`src/rtl/fetch_stage.sv`:
```
// Instruction fetch stage with IF/ID pipeline register for the MIPS core.
// Latency: one cycle from the returned word to IF/ID. Sustains one instruction per cycle.
// Backpressure: a decode stall parks one returned word in a hold buffer and stops requests.
module fetch_stage #(
  parameter int               ADDR_W   = 32,
  parameter logic [ADDR_W-1:0] RESET_PC = '0
) (
  input  logic              clk,
  input  logic              rst,
  input  logic              stall,
  input  logic              flush,
  input  logic              redirect,
  input  logic [ADDR_W-1:0] redirect_pc,
  output logic              imem_req,
  output logic [ADDR_W-1:0] imem_addr,
  input  logic              imem_ready,
  input  logic [31:0]       imem_rdata,
  output logic [31:0]       inst_lv1,
  output logic [ADDR_W-1:0] pc4_lv1,
  output logic              valid_lv1
);

  // FETCH: request in flight; HOLD: word parked, no request; KILL: waiting out a request whose word is discarded
  typedef enum logic [1:0] {FETCH, HOLD, KILL} state_t;

  state_t            state;
  logic [ADDR_W-1:0] req_addr;
  logic [ADDR_W-1:0] tgt;
  logic [31:0]       hbuf;
  logic [ADDR_W-1:0] hpc4;

  logic [ADDR_W-1:0] addr_inc;
  logic              load_fetch;
  logic              load_hold;

  assign addr_inc  = req_addr + ADDR_W'(4);
  assign imem_addr = req_addr;
  assign imem_req  = !rst && (state != HOLD);

  // A word enters IF/ID only when nothing of higher priority (redirect, flush, stall) is active
  assign load_fetch = (state == FETCH) && imem_ready && !redirect && !flush && !stall;
  assign load_hold  = (state == HOLD) && !redirect && !flush && !stall;

  // Fetch control: address sequencing, hold buffer capture, redirect tracking
  always_ff @(posedge clk) begin
    if (rst) begin
      state    <= FETCH;
      req_addr <= RESET_PC;
      tgt      <= RESET_PC;
      hbuf     <= '0;
      hpc4     <= '0;
    end else begin
      case (state)
        FETCH: begin
          if (redirect) begin
            // A request already accepted by imem cannot be withdrawn; wait it out in KILL
            if (imem_ready) begin
              req_addr <= redirect_pc;
            end else begin
              tgt   <= redirect_pc;
              state <= KILL;
            end
          end else if (flush) begin
            // Word dropped and address kept, so the same instruction is refetched
            req_addr <= req_addr;
          end else if (imem_ready) begin
            req_addr <= addr_inc;
            if (stall) begin
              hbuf  <= imem_rdata;
              hpc4  <= addr_inc;
              state <= HOLD;
            end
          end
        end
        KILL: begin
          if (imem_ready) begin
            req_addr <= redirect ? redirect_pc : tgt;
            state    <= FETCH;
          end else if (redirect) begin
            tgt <= redirect_pc;
          end
        end
        HOLD: begin
          if (redirect) begin
            req_addr <= redirect_pc;
            state    <= FETCH;
          end else if (flush) begin
            // Parked word is squashed too; rewind so it is fetched again
            req_addr <= hpc4 - ADDR_W'(4);
            state    <= FETCH;
          end else if (!stall) begin
            state <= FETCH;
          end
        end
        default: state <= FETCH;
      endcase
    end
  end

  // IF/ID register: load a new word, insert a bubble, or hold under stall
  always_ff @(posedge clk) begin
    if (rst) begin
      inst_lv1  <= '0;
      pc4_lv1   <= '0;
      valid_lv1 <= 1'b0;
    end else if (load_fetch) begin
      inst_lv1  <= imem_rdata;
      pc4_lv1   <= addr_inc;
      valid_lv1 <= 1'b1;
    end else if (load_hold) begin
      inst_lv1  <= hbuf;
      pc4_lv1   <= hpc4;
      valid_lv1 <= 1'b1;
    end else if (flush || !stall) begin
      inst_lv1  <= '0;
      valid_lv1 <= 1'b0;
    end
  end

endmodule

```
`config.mk`:
```
export PLATFORM = sky130hd
export DESIGN_NAME = fetch_stage
export DESIGN_NICKNAME = d
export VERILOG_FILES = /design/src/rtl/fetch_stage.sv
export SDC_FILE = /design/constraint.sdc
export NUM_CORES = 1
export LEC_CHECK = 0
export ABC_AREA = 1
export BUFFER_PORTS_ARGS = -buffer_cell sky130_fd_sc_hd__buf_2
export CORE_MARGIN = 2
export CORE_UTILIZATION = 33
export CTS_CLUSTER_DIAMETER = 30
export DETAILED_ROUTE_END_ITERATION = 7
export SLEW_MARGIN = 25
export SYNTH_ARGS = -nofsm -noshare
export SYNTH_HDL_FRONTEND = slang
export SYNTH_SLANG_ARGS = --single-unit
```
`constraint.sdc`:
```
create_clock -name clk -period 4.7 [get_ports clk]
set_input_delay 0.94 -clock clk [delete_from_list [all_inputs] [get_ports clk]]
set_output_delay 0.94 -clock clk [all_outputs]
set_load 0.05 [all_outputs]
```
# [Word level (Yosys, flattened, before mapping)]
# Index checks and enable logic that the tools add are counted.
[totals] wordCells=79 out_inout_bits=98 regBits=195 in_bits=70
[classes] n_bitwise=2 n_reduce_logical=22 muxes=31 n_eq_ne=14 add_sub_neg=2
[op_table] op="$mux W32" n=16
[op_table] op="$pmux W32 S3" n=1
[op_table] op="$pmux W32 S2" n=1
[op_table] op="$add A32 B3 Y32 const B" n=1
[op_table] op="$sub A32 B3 Y32 const B" n=1
[op_table] op="$mux W2" n=9
[op_table] op="$ne A3 B3 Y1 const B" n=5
[op_table] op="$ne A2 B2 Y1 const B" n=5
[op_table] op="$reduce_and A5 Y1" n=2
[op_table] op="$logic_and A1 B1 Y1" n=8
[op_table] op="$pmux W2 S3" n=1
[op_table] op="$reduce_and A6 Y1" n=1
[op_table] op="$reduce_bool A3 Y1" n=2
[op_table] op="$logic_not A1 Y1" n=4
[op_table] op="$ne A4 B4 Y1 const B" n=1
[op_table] op="$reduce_and A4 Y1" n=1
[op_table] op="$reduce_bool A2 Y1" n=2
[op_table] op="$mux W1" n=3
[op_table] op="$eq A2 B1 Y1 const B" n=1
[op_table] op="$eq A2 B2 Y1 const B" n=1
[op_table] op="$logic_not A2 Y1" n=1
[op_table] op="$ne A2 B1 Y1 const B" n=1
[op_table] op="$not A1 Y1" n=2
[op_table] op="$logic_or A1 B1 Y1" n=1

# [Longest topological paths before layout]
[logic_depth] ltp_word=6 ltp_mapped=14 ltp_nobuf=14

# [Worst setup path before layout]
# No wires, ideal clock.
[synth_path] kind="input port to output port" startpoint="input port rst" endpoint="output port imem_req" t_arrival_ns=1.828 required_time_ns=3.760 path_stages=3 path_buffers=2 slack_ns=1.932 cell_sequence="buf_6 -> buf_6 -> nor2_1"
[synth_between] elab_chain_len=2
[synth_rtl] item="start: declaration" line_no="9" rtl="input logic rst,"
[synth_rtl] item="$logic_not A1 Y1" line_no="38" rtl="assign imem_req = !rst && (state != HOLD);"
[synth_rtl] item="$logic_and A1 B1 Y1" line_no="38"
[synth_rtl] item="end: declaration" line_no="14" rtl="output logic imem_req,"
# No other way between the ends.

# [Worst setup path after layout]
[layout_path] startpoint="register state[1]" endpoint="register hpc4[27]"
[layout_between] elab_chain_len=2
[layout_rtl] item="start: declaration" line_no="26" rtl="state_t state;"
[layout_rtl] item="start signal: assignment" line_no="47" rtl="state <= FETCH;"
[layout_rtl] item="start signal: assignment" line_no="61" rtl="state <= KILL;"
[layout_rtl] item="start signal: assignment" line_no="71" rtl="state <= HOLD;"
[layout_rtl] item="$logic_not A2 Y1" line_no="53" rtl="case (state)"
[layout_rtl] item="$reduce_and A5 Y1 (no source line)"
[layout_rtl] item="end signal: assignment" line_no="70" rtl="hpc4 <= addr_inc;"
[layout_rtl] item="end: declaration" line_no="30" rtl="logic [ADDR_W-1:0] hpc4;"
# No other way between the ends.
# A chain may end at the register's enable or synchronous reset.

==> summary.txt <==
Run status
  – Status: complete, no violations

Floorplan
  – Ports: 168
  – Initial Utilization: 33.6%
  – Core ar.: 0.0316 sq mm
  – Die area: 0.0337 sq mm
  – Chip Height: 183 um
  – Die X: 183 um
  – Rows: 65

Clock tree
  – Clock Tree Buf Depth: 2
  – Clock root buffer master: clkbuf_16
  – CTS tree: done
  – H-tree Lvls: 4
  – Clock latency on the worst-skew pair: 450 ps
  – Cts hold-fix bufs: 0
  – Post-CTS sizing: 0
  – CTS Buf Count: 17
  – Clock slew at reported path FFs: 80 ps
  – Sink Count: 195
  – Post-CTS Repair Setup Buffers: 0

Power
  – Logic pwr share: 43.1%
  – Switching share of power: 48.1%
  – Psw: 3.12 mW
  – Design internal power: 3.36 mW
  – Leak: 5.71 nW
  – Clk pwr share: 22.1%
  – VDD IR-drop max: 0.204 mV
  – Sequential power share: 34.7%
  – PD cells: 530 mW/mm^2

Cells and area
  – Final nets: 1848
  – Area occupied by multi-input gates: 0.00573 sq mm
  – Fraction of layout cells with a size suffix above 1: 13.7%
  – Most common cell after layout, fill and taps aside: nand2_1
  – Leading cell types in the layout, fill and taps excluded: nand2_1, a21oi_1, dfxtp_1, nor2_1, buf_2
  – Fill count: 3442
  – Sequential cell area: 0.00390 sq mm
  – Fin cells: 2187
  – Syn-to-layout area delta: 15.0%
  – ANT cells: 0
  – Final instance area: 0.0122 sq mm
  – Core Util, Final: 38.6%

Drt
  – WL/cell: 17.7 um
  – # DRC: 0
  – DR vias/cell: 5.20
  – Starting DRC count in detailed routing: 933
  – First drt pass iteration count: 6
  – ANT nets after route: 0
  – Routed Wire Length: 38600 um
  – Via count: 11400

Synthesis
  – Synthesized Nets: 1746
  – Seq/Total Area, Yosys: 36.7%
  – Avg Cell Area, Syn: 6.36 sq um
  – Cell area after synthesis: 0.0106 sq mm
  – Synthesis warning total: 0
  – Distinct cells, synth: 39
  – Mapped Cells: 1670
  – FF+latch count, synth: 195

Worst setup path
  – CP Buf/Inv Count: 4
  – CP delay by family, top: buffers and inverters
  – Worst path max stage delay: 590 ps
  – Crit path launch type: flop
  – Reg2reg start: state[1]
  – CP arrival: 3200 ps
  – Slowest stage cell, crit path: buf_4
  – CP dominant cell by count: inv_1
  – Critical path type: reg -> reg
  – Flop2flop setup slack: 1840 ps
  – Worst Setup End Kind: flop
  – Crit path launch: state[1]
  – Crit-path cells: inv_1 > ha_1 > nand2_2 > nor3_4 > inv_2 > buf_4 > a21oi_1 > o21ai_0 > inv_1
  – Req. time, crit path: 5040 ps
  – CP max FO: 63

STA
  – RSZ-0062 raised after global routing: no
  – Fmax: 349 MHz
  – Relative slew slack: 40.3%
  – Setup TNS: 0 ps
  – Endpoints failing hold: 0
  – Pins Over Slew Limit: 0
  – Fin crit period: 2860 ps
  – Setup-failing EPs final: 0
  – Slew of the pin with the lowest slew margin: 895 ps
  – Tcrit/Tclk final: 60.9%
  – Clock Skews: 13.7 ps

Global routing
  – Congestion Overflow GR: 0
  – Initial antenna violation count: 0
  – Vias in the first global route: 10400
  – Tot GR Track Use: 22.7%
  – First-pass GRT wire length: 59000 um
  – Largest net degree at the start of global routing: 66

Placed design
  – Port Buffer Count: 167
  – Placed inst area: 0.0117 sq mm
  – Final GP Congestion: 0.937
  – DP Wirelength: 27600 um
  – Placed cells: 2155

Worst hold path
  – Hold Path Class: reg -> reg
  – Hold path startpoint: hbuf[31]

Flow run
  – Maxcap violations: 0
## registers in the layout, indices dropped and copies added (netlist names)
signal and cells:
state 2, inst_lv1 32, hpc4 32, tgt 32
pc4_lv1 32, hbuf 32, imem_addr 32, valid_lv1 1
## kinds of logic after synthesis
family | share of synthesized area (%)
flip-flops | 36.7
adder cells (fa/ha/maj) | 0.706
buffers and inverters | 9.44
XOR/XNOR | 1.94
AO/OA/AOI/OAI | 19.2
AND/OR/NAND/NOR | 31.9
## metrics by stage
stage / total power [mW] / hold WS [ps] / setup WS [ps]
after floorplan: 4.16 / 425 / 1930
after global placement: 5.02 / 438 / 1630
after detailed placement: 5.04 / 447 / 1540
final: 6.48 / 457 / 1840
after global routing: 6.84 / 495 / 1550
after CTS: 6.47 / 463 / 1850
## area by class of cell
class	instances	area share [%]
clock buffer	21	3.60
clock inverter	11	0.911
inverter	143	4.42
multi-input combinational	1231	46.9
sequential	195	31.9
tap	402	4.12
timing repair buffer	184	8.09
## metal layers
layer  track usage [%]  vias up  share of wire [%]
li1                  -     5639                  -
met1              29.6     5308                 44
met2              37.0      375                 46
met3              5.41       54                7.4
met4              6.94        0                2.4
met5                 0        -                  0
## power by group through the flow
stage | combinational, mW | clock (mW) | sequential (mW)
after floorplan | 1.57 | 0 | 2.58
after global placement | 2.76 | 0 | 2.26
after detailed placement | 2.77 | 0 | 2.27
after CTS | 2.78 | 1.46 | 2.23
after global routing | 3.04 | 1.52 | 2.27
final | 2.80 | 1.43 | 2.25
## cells in the mapped netlist
master	n	area share, %
clkbuf_1	59	2.1
nand3_1	139	6.5
nand2_2	5	0.29
nand3_2	1	0.094
clkinv_1	1	0.035
a32oi_1	1	0.082
buf_4	4	0.28
o211ai_1	4	0.28
o21ai_1	9	0.42
ha_1	6	0.71
dfxtp_1	195	37
nand3b_1	6	0.42
xor2_1	11	0.91
xnor2_2	2	0.31
nor2_2	5	0.29
nor3_4	1	0.15
a21oi_1	196	9.2
nor2_1	178	6.3
and2_1	4	0.24
o221ai_1	6	0.49
buf_6	4	0.42
nor2_8	1	0.19
o21ai_0	142	6.7
nand2_1	447	16
a21oi_2	1	0.082
nand4_1	7	0.41
buf_2	24	1.1
inv_1	133	4.7
xnor2_1	7	0.58
a211oi_1	9	0.64
o311ai_0	3	0.25
a31oi_1	18	1.1
nor3_1	17	0.80
nor2_4	4	0.42
clkbuf_8	1	0.13
inv_2	8	0.28
xor2_2	1	0.15
buf_1	9	0.32
inv_4	1	0.059
## final timing paths
check	endpoint	cells after the start
setup / recovery	hpc4[27]	9
hold / removal	hbuf[31]	2
setup reg to reg	hpc4[27]	9
hold reg to reg	hbuf[31]	2
## worst reg2reg max path, cell delays in order (launching register included)
cell,delay (ps)
dfxtp_1,420
inv_1,110
ha_1,280
nand2_2,570
nor3_4,90
inv_2,360
buf_4,590
a21oi_1,160
o21ai_0,120
inv_1,50
(Power assumes the default switching activity.)
